## config.mk

```make
export PLATFORM = sky130hd
export DESIGN_NAME = sobel_frame_scheduler
export DESIGN_NICKNAME = d
export VERILOG_FILES = /design/src/rtl/sobel_frame_scheduler.sv
export SDC_FILE = /design/constraint.sdc
export NUM_CORES = 1
export LEC_CHECK = 0
export BUFFER_PORTS_ARGS = -buffer_cell sky130_fd_sc_hd__buf_2
export CORE_ASPECT_RATIO = 0.5
export CORE_MARGIN = 2
export CORE_UTILIZATION = 55
export DETAILED_ROUTE_END_ITERATION = 6
export PLACE_DENSITY = 0.77
export SYNTH_ARGS = -nofsm -noshare
export SYNTH_HDL_FRONTEND = slang
export SYNTH_SLANG_ARGS = --single-unit
export TNS_END_PERCENT = 20
```

## constraint.sdc

```tcl
create_clock -name clk -period 2.2 [get_ports clk]
set_clock_uncertainty 0.15 [all_clocks]
set_input_delay 0 -clock clk [delete_from_list [all_inputs] [get_ports clk]]
set_output_delay 0 -clock clk [all_outputs]
set_load 0.01 [all_outputs]
```

## src/rtl/sobel_frame_scheduler.sv

```systemverilog
// Frame-synchronous control for the Sobel datapath: double-buffered threshold/enable
// configuration applied only at start of frame, frame tracking, geometry checking
// and a completed-frame counter.
//
// state     | meaning
// ----------+---------------------------------------------------------------
// S_IDLE    | after reset; waits for vsync low so a partial frame is skipped
// S_WAIT_SOF| between frames; waits for vsync rising edge
// S_ACTIVE  | inside a tracked frame; geometry counters run
module sobel_frame_scheduler #(
  parameter int          IMG_HDISP      = 640,
  parameter int          IMG_VDISP      = 480,
  parameter logic [7:0]  THRESH_DEFAULT = 8'd40
) (
  input  logic        clk,
  input  logic        rst,
  input  logic        per_frame_vsync,
  input  logic        per_frame_href,
  input  logic        per_frame_clken,
  input  logic        cfg_valid,
  output logic        cfg_ready,
  input  logic [7:0]  cfg_threshold,
  input  logic        cfg_enable,
  output logic [7:0]  sobel_threshold,
  output logic        proc_enable,
  output logic        frame_active,
  output logic        frame_done,
  input  logic        err_clr,
  output logic [1:0]  geom_err,
  output logic [15:0] frame_cnt
);

  typedef enum logic [1:0] {S_IDLE, S_WAIT_SOF, S_ACTIVE} state_t;

  state_t      state, state_nxt;
  logic        vs_d, hs_d;
  logic        sof, eof, eol;
  logic        sof_take, eof_take, eol_take;
  logic        pend_vld, pend_en;
  logic [7:0]  pend_thr;
  logic        cfg_xfer;
  logic [10:0] pix_cnt;
  logic [9:0]  line_cnt;
  logic [9:0]  line_at_eof;
  logic [1:0]  err_set;
  logic [15:0] frame_cnt_q;

  assign sof = per_frame_vsync & ~vs_d;
  assign eof = ~per_frame_vsync & vs_d;
  assign eol = ~per_frame_href & hs_d;

  assign sof_take = sof & (state == S_WAIT_SOF);
  assign eof_take = eof & (state == S_ACTIVE);
  assign eol_take = eol & (state == S_ACTIVE);

  assign cfg_xfer  = cfg_valid & ~pend_vld;
  assign cfg_ready = ~pend_vld;
  assign frame_cnt = frame_cnt_q;

  // Delayed sync signals for edge detection.
  always_ff @(posedge clk) begin
    if (rst) begin
      vs_d <= 1'b0;
      hs_d <= 1'b0;
    end else begin
      vs_d <= per_frame_vsync;
      hs_d <= per_frame_href;
    end
  end

  // State register.
  always_ff @(posedge clk) begin
    if (rst) state <= S_IDLE;
    else     state <= state_nxt;
  end

  // Next-state logic.
  always_comb begin
    state_nxt = state;
    case (state)
      S_IDLE:     if (!per_frame_vsync) state_nxt = S_WAIT_SOF;
      S_WAIT_SOF: if (sof)              state_nxt = S_ACTIVE;
      S_ACTIVE:   if (eof)              state_nxt = S_WAIT_SOF;
      default:                          state_nxt = S_IDLE;
    endcase
  end

  // Output decode from state.
  always_comb begin
    frame_active = (state == S_ACTIVE);
  end

  // Pending config slot; a transfer on the SOF cycle waits for the following SOF.
  always_ff @(posedge clk) begin
    if (rst) begin
      pend_vld        <= 1'b0;
      pend_thr        <= 8'd0;
      pend_en         <= 1'b0;
      sobel_threshold <= THRESH_DEFAULT;
      proc_enable     <= 1'b1;
    end else begin
      if (sof_take && pend_vld) begin
        sobel_threshold <= pend_thr;
        proc_enable     <= pend_en;
        pend_vld        <= 1'b0;
      end
      if (cfg_xfer) begin
        pend_thr <= cfg_threshold;
        pend_en  <= cfg_enable;
        pend_vld <= 1'b1;
      end
    end
  end

  // If href and vsync fall together, the closing line still counts toward the frame.
  always_comb begin
    line_at_eof = line_cnt;
    if (eol_take && line_cnt != 10'h3FF) line_at_eof = line_cnt + 10'd1;
    err_set[0] = eol_take && (pix_cnt != 11'(IMG_HDISP));
    err_set[1] = eof_take && (line_at_eof != 10'(IMG_VDISP));
  end

  // Saturating pixel and line counters, only advanced inside a tracked frame.
  always_ff @(posedge clk) begin
    if (rst) begin
      pix_cnt  <= 11'd0;
      line_cnt <= 10'd0;
    end else begin
      if (sof_take || eof_take || eol_take)
        pix_cnt <= 11'd0;
      else if ((state == S_ACTIVE) && per_frame_href && per_frame_clken && pix_cnt != 11'h7FF)
        pix_cnt <= pix_cnt + 11'd1;
      if (sof_take || eof_take)
        line_cnt <= 10'd0;
      else if (eol_take && line_cnt != 10'h3FF)
        line_cnt <= line_cnt + 10'd1;
    end
  end

  // Sticky geometry errors (new error beats clear), end-of-frame pulse and count.
  always_ff @(posedge clk) begin
    if (rst) begin
      geom_err    <= 2'b00;
      frame_done  <= 1'b0;
      frame_cnt_q <= 16'd0;
    end else begin
      geom_err   <= (err_clr ? 2'b00 : geom_err) | err_set;
      frame_done <= eof_take;
      if (eof_take) frame_cnt_q <= frame_cnt_q + 16'd1;
    end
  end

endmodule

```

==> results of run 1 <==
[final timing paths]
kind         slack, ps  cells past startpoint            endpoint             from
max                200                      7         geom_err[1]      line_cnt[0]
min                 30                      4         pix_cnt[10]  per_frame_clken
max reg2reg        200                      7         geom_err[1]      line_cnt[0]
min reg2reg        310                      2  sobel_threshold[0]      pend_thr[0]
[per-layer routing]
layer	wire length (um)	vias to the layer above	track usage, %
li1	-	1236	-
met1	2730	1138	24.7
met2	2830	51	38.0
met3	297	5	7.14
met4	47	0	7.21
met5	0	-	0
[logic make-up (layout without fill, tap and decap cells)]
kind of cell / after synthesis / after routing / synth area share (%)
mux: 4 / 4 / 1.44
xor+xnor: 25 / 25 / 7.88
flops: 63 / 63 / 45.4
buf+inv: 20 / 86 / 3.83
fa+ha+maj: 4 / 4 / 1.80
simple gates: 163 / 163 / 29.6
compound gates: 46 / 46 / 10.0
[repair_timing]
item | 4_1_cts | 5_1_grt
endpoints found under the setup margin | 0 | 1
hold endpoints to repair | 19 | 0
hold buffers | 14 | 0
gates resized for setup | 0 | 1
[flip-flops by register name, indices dropped and copies added, names as in the netlist, 2 cells and up]
signal	cells
geom_err	2
pend_thr	8
sobel_threshold	8
frame_cnt	16
line_cnt	10
state	2
pix_cnt	11
[worst register-to-register path, stage by stage (launching register included)]
cell and delay, ps:
dfxtp_1 480, ha_1 220, and3_1 200, nand3_1 170, nor3b_2 230, o2111ai_1 120, a211oi_1 210, o32ai_1 100
[cells in the final DEF (no fill, tap or decap), types with 7 or more instances in the layout]
master         count
dfxtp_1           63
nand2_1           53
buf_2             45
nor2_1            43
a21oi_1           26
xor2_1            17
dlygate4sd3_1     14
nand3_1           13
clkbuf_8          10
and3_1             9
xnor2_1            8
nand4_1            7
[stage by stage]
stage	setup WS [ps]	instance area, sq um	total power, mW	util [%]
2_1_floorplan	258	2780	1.25	-
3_3_place_gp	325	3050	1.28	62.3
3_5_place_dp	253	3050	1.29	62.3
4_1_cts	233	3370	2.20	68.9
5_1_grt	56.6	3370	2.26	69.0
6_report	205	3370	2.18	69.0
[power by group]
part | internal (mW) | switching (mW)
clock network | 0.442 | 0.454
logic | 0.0515 | 0.0594
registers | 1.16 | 0.0124
total | 1.65 | 0.526
[layout make-up]
type | instances | area share [%]
multi-input combinational | 242 | 42.0
sequential | 63 | 37.4
timing repair buffer | 64 | 11.9
clock buffer | 10 | 4.08
tap | 70 | 2.60
clock inverter | 6 | 1.34
inverter | 6 | 0.668
==> flow_summary.json, run 1 <==
{
  "syn_inst": 325,
  "synth_top_area_share_pct": 45.4,
  "worstPathCellList": "ha_1 -> and3_1 -> nand3_1 -> nor3b_2 -> o2111ai_1 -> a211oi_1 -> o32ai_1",
  "ios": 46,
  "synth_largest_area_cell": "dfxtp_1",
  "finalNonFillerCells": 461,
  "fill_cells": 387,
  "hp-class": "input pin to register",
  "multi_input_area_sq_um": 1420,
  "ys_ff_latch": 63,
  "cts_tree": "yes",
  "grt_max_degree": 43,
  "end_kind": "register",
  "seq_area_frac_synth_pct": 45.4,
  "finalSetupViolations": 0,
  "critical_path_arrival_ps": 2040,
  "root_buffer": "clkbuf_8",
  "synth-main-ff-cell": "dfxtp_1",
  "core_sq_um": 4890,
  "async_flop_share_pct": 0,
  "finalCritPeriodShare_pct": 90.7,
  "grt_pass1_wl_um": 9410,
  "cp_max_fo": 8,
  "crit_path_start_kind": "register",
  "rsz0062_at_grt": "false",
  "wire_per_inst_um": 12.8,
  "die_area_sq_um": 5670,
  "cts_buffer_depth": 2,
  "grt_pass1_vias": 2199,
  "synthTopCellsByCount": "dfxtp_1, nand2_1, nor2_1",
  "initial_core_util_pct": 56.9,
  "wirelength_um": 5900,
  "vias_per_cell": 5.27,
  "yosysUniqueCellTypes": 46,
  "regArea_sq_um": 1260,
  "final-hold-violation-count": 0,
  "p_leak_nw": 1.38,
  "die_x_um": 105,
  "gp_congestion": 0.883,
  "synthesis.area_sq_um": 2780,
  "holdWs_ps": 27.9,
  "drc": 0,
  "ys_warn_count": 0,
  "dr.pass1.iters": 4,
  "synth_area_leaders": "dfxtp_1, nand2_1, nor2_1",
  "antenna_found_initial": 0,
  "synth_edf_count": 0,
  "critPathBufInv": 0,
  "status": "complete, no violations",
  "dp.cells": 431,
  "min_period_ps": 2000,
  "fmax_ghz": 0.501,
  "h-tree-depth": 3,
  "drive_above_1_share_pct": 18.2,
  "clk_pin_slew_ps": 70,
  "final_nets": 406,
  "grt_overflow": 0,
  "drt_iter0_drc": 63,
  "hpwl_um": 4020,
  "port_buffers": 45,
  "vias": 2430,
  "max-vdd-ir-drop_v": 0.000452,
  "post_cts_buffers": 0,
  "cts_made_buffers": 9,
  "synthMostInstantiatedCell": "dfxtp_1",
  "ant_nets": 0,
  "p_per_area_nw_per_um2": 645,
  "slew_headroom_pct": 56.1,
  "layout-area-overhead-vs-synth_pct": 21.4,
  "rows": 18,
  "crit_path_top_delay_cell": "dfxtp_1",
  "cap_violations": 0,
  "antennaDiodeCount": 0,
  "synth_nets": 345,
  "tightest_slew_ps": 658,
  "slowest_delay_ps": 480,
  "cp.required_ps": 2250,
  "critical-path-top-delay-family": "simple AND/OR/NAND/NOR gates",
  "fin_setup_tns_ps": 0,
  "finalMaxSlewViolations": 0,
  "grt_usage_pct": 21.1,
  "cts_sinks": 63,
  "insertion_delay_ps": 330,
  "synth.avg_cell_area_sq_um": 8.55,
  "path_class": "register to register",
  "fp.dieH_um": 54.3
}
No activity file was read; power rests on OpenSTA's default activity.
==> run 2, diff against run 1 <==
--- a/config.mk
+++ b/config.mk
@@ -7,4 +7,5 @@
 export LEC_CHECK = 0
 export BUFFER_PORTS_ARGS = -buffer_cell sky130_fd_sc_hd__buf_2
+export CAP_MARGIN = 40
 export CORE_ASPECT_RATIO = 0.5
 export CORE_MARGIN = 2
==> constraint.sdc (replaced) <==
create_clock -name clk -period 2.2 [get_ports clk]
set_clock_uncertainty 0.15 [all_clocks]
set_input_delay 0.44 -clock clk [delete_from_list [all_inputs] [get_ports clk]]
set_output_delay 0.44 -clock clk [all_outputs]
set_load 0.01 [all_outputs]
==> flow_summary.json, run 2 (synthesis gave the netlist of run 1 again) <==
{
  "slew_headroom_pct": 59.7,
  "fin_setup_tns_ps": 0,
  "slowest_delay_ps": 470,
  "tightest_slew_ps": 604,
  "finalSetupViolations": 0,
  "gp_congestion": 0.772,
  "grt_overflow": 0,
  "grt_max_degree": 43,
  "die_x_um": 105,
  "rsz0062_at_grt": "false",
  "cts_sinks": 63,
  "cts_made_buffers": 9,
  "hpwl_um": 3970,
  "vias": 2352,
  "min_period_ps": 2070,
  "final_nets": 395,
  "drive_above_1_share_pct": 19.2,
  "r2r_start": "line_cnt[0]",
  "wire_per_inst_um": 12.7,
  "insertion_delay_ps": 340,
  "dp.cells": 434,
  "crit_path_start_kind": "register",
  "final-hold-violation-count": 0,
  "finalMaxSlewViolations": 0,
  "grt_pass1_wl_um": 9140,
  "grt_pass1_vias": 2124,
  "initial_core_util_pct": 56.9,
  "layout-area-overhead-vs-synth_pct": 19.5,
  "p_per_area_nw_per_um2": 760,
  "post_cts_buffers": 0,
  "end_kind": "register",
  "p_leak_nw": 1.37,
  "layout_common_cells": "dfxtp_1, nand2_1, buf_2, nor2_1, a21oi_1",
  "cp.required_ps": 2260,
  "hold-path-cell-count": 3,
  "fp.dieH_um": 54.3,
  "post_cts_resized": 0,
  "drt_iter0_drc": 61,
  "max-vdd-ir-drop_v": 0.000454,
  "hold_buffers": 0,
  "root_buffer": "clkbuf_8",
  "core_sq_um": 4890,
  "largest_register_ffs": 16,
  "cap_violations": 0,
  "h-tree-depth": 3,
  "cts_tree": "yes",
  "dr.pass1.iters": 4,
  "final_common_cell": "dfxtp_1",
  "cp-startpoint": "line_cnt[0]",
  "r2r_cells": 7,
  "finalNonFillerCells": 450,
  "grt_usage_pct": 20.6,
  "finalCritPeriodShare_pct": 93.9,
  "path_class": "register to register",
  "status": "complete, no violations",
  "cts_buffer_depth": 2,
  "clk_pin_slew_ps": 80,
  "worstPathCellList": "ha_1 -> and3_1 -> nand3_1 -> nor3b_1 -> o2111ai_1 -> a211oi_1 -> o32ai_1",
  "drc": 0,
  "vias_per_cell": 5.23,
  "cp_max_fo": 8,
  "hp-class": "input pin to register",
  "fmax_ghz": 0.484,
  "ios": 46,
  "wirelength_um": 5720,
  "crit_path_top_delay_cell": "dfxtp_1",
  "die_area_sq_um": 5670,
  "port_buffers": 45,
  "critical_path_arrival_ps": 2120,
  "antenna_found_initial": 0,
  "antennaDiodeCount": 0,
  "rows": 18,
  "ant_nets": 0,
  "hp-start": "cfg_threshold[3]"
}
[run 2: changes by cell type in the layout (fill, tap and decap cells not counted), sizes merged]
cell,change
bufinv,+3
clkinv,-1
clkinvlp,-2
dlygate4sd3,-14
buf,+3
[run 2: stage by stage]
stage               utilization [%]  hold slack (ps)  instance area (sq um)  setup WS [ps]  power [mW]
global placement               62.8              288                   3070            161        1.28
detailed placement             62.8              298                   3070           78.1        1.29
CTS                            67.9              169                   3320            159        2.54
floorplan                         -              282                   2780            258        1.25
global route                   67.9              179                   3320           27.9        2.60
finish                         67.9              177                   3320            134        2.52
[run 2: worst max-delay path: cells and delay by family (launching register included)]
kind	cells	cell delay (ps)
fa+ha+maj	1	210
compound gates	3	490
flops	1	470
simple gates	3	630
[run 2: cell type report]
cell class              instances  area (sq um)
inverters                       6          22.5
clock buffers                  10           138
fillers                       411          1570
well taps                      70          87.6
clock inverters                 6           115
multi-input cells             242          1410
repair buffers                 53           285
flip-flops and latches         63          1260
[run 2: worst paths after layout]
kind	to	slack, ps
worst max-delay path	geom_err[1]	130
worst min register to register	sobel_threshold[6]	310
worst min-delay path	pend_thr[3]	180
worst max register to register	geom_err[1]	130
[run 2: routing by layer]
layer  GRT usage (%)  wire length, um
met4            4.95               47
met5               0                0
met1            23.7             2650
met3            7.50              306
met2            38.0             2720
[run 2: power breakdown]
part	switching, mW	internal, mW	leakage [nW]
clock network	0.472	0.789	0.123
logic	0.0551	0.0363	0.740
registers	0.0125	1.16	0.510
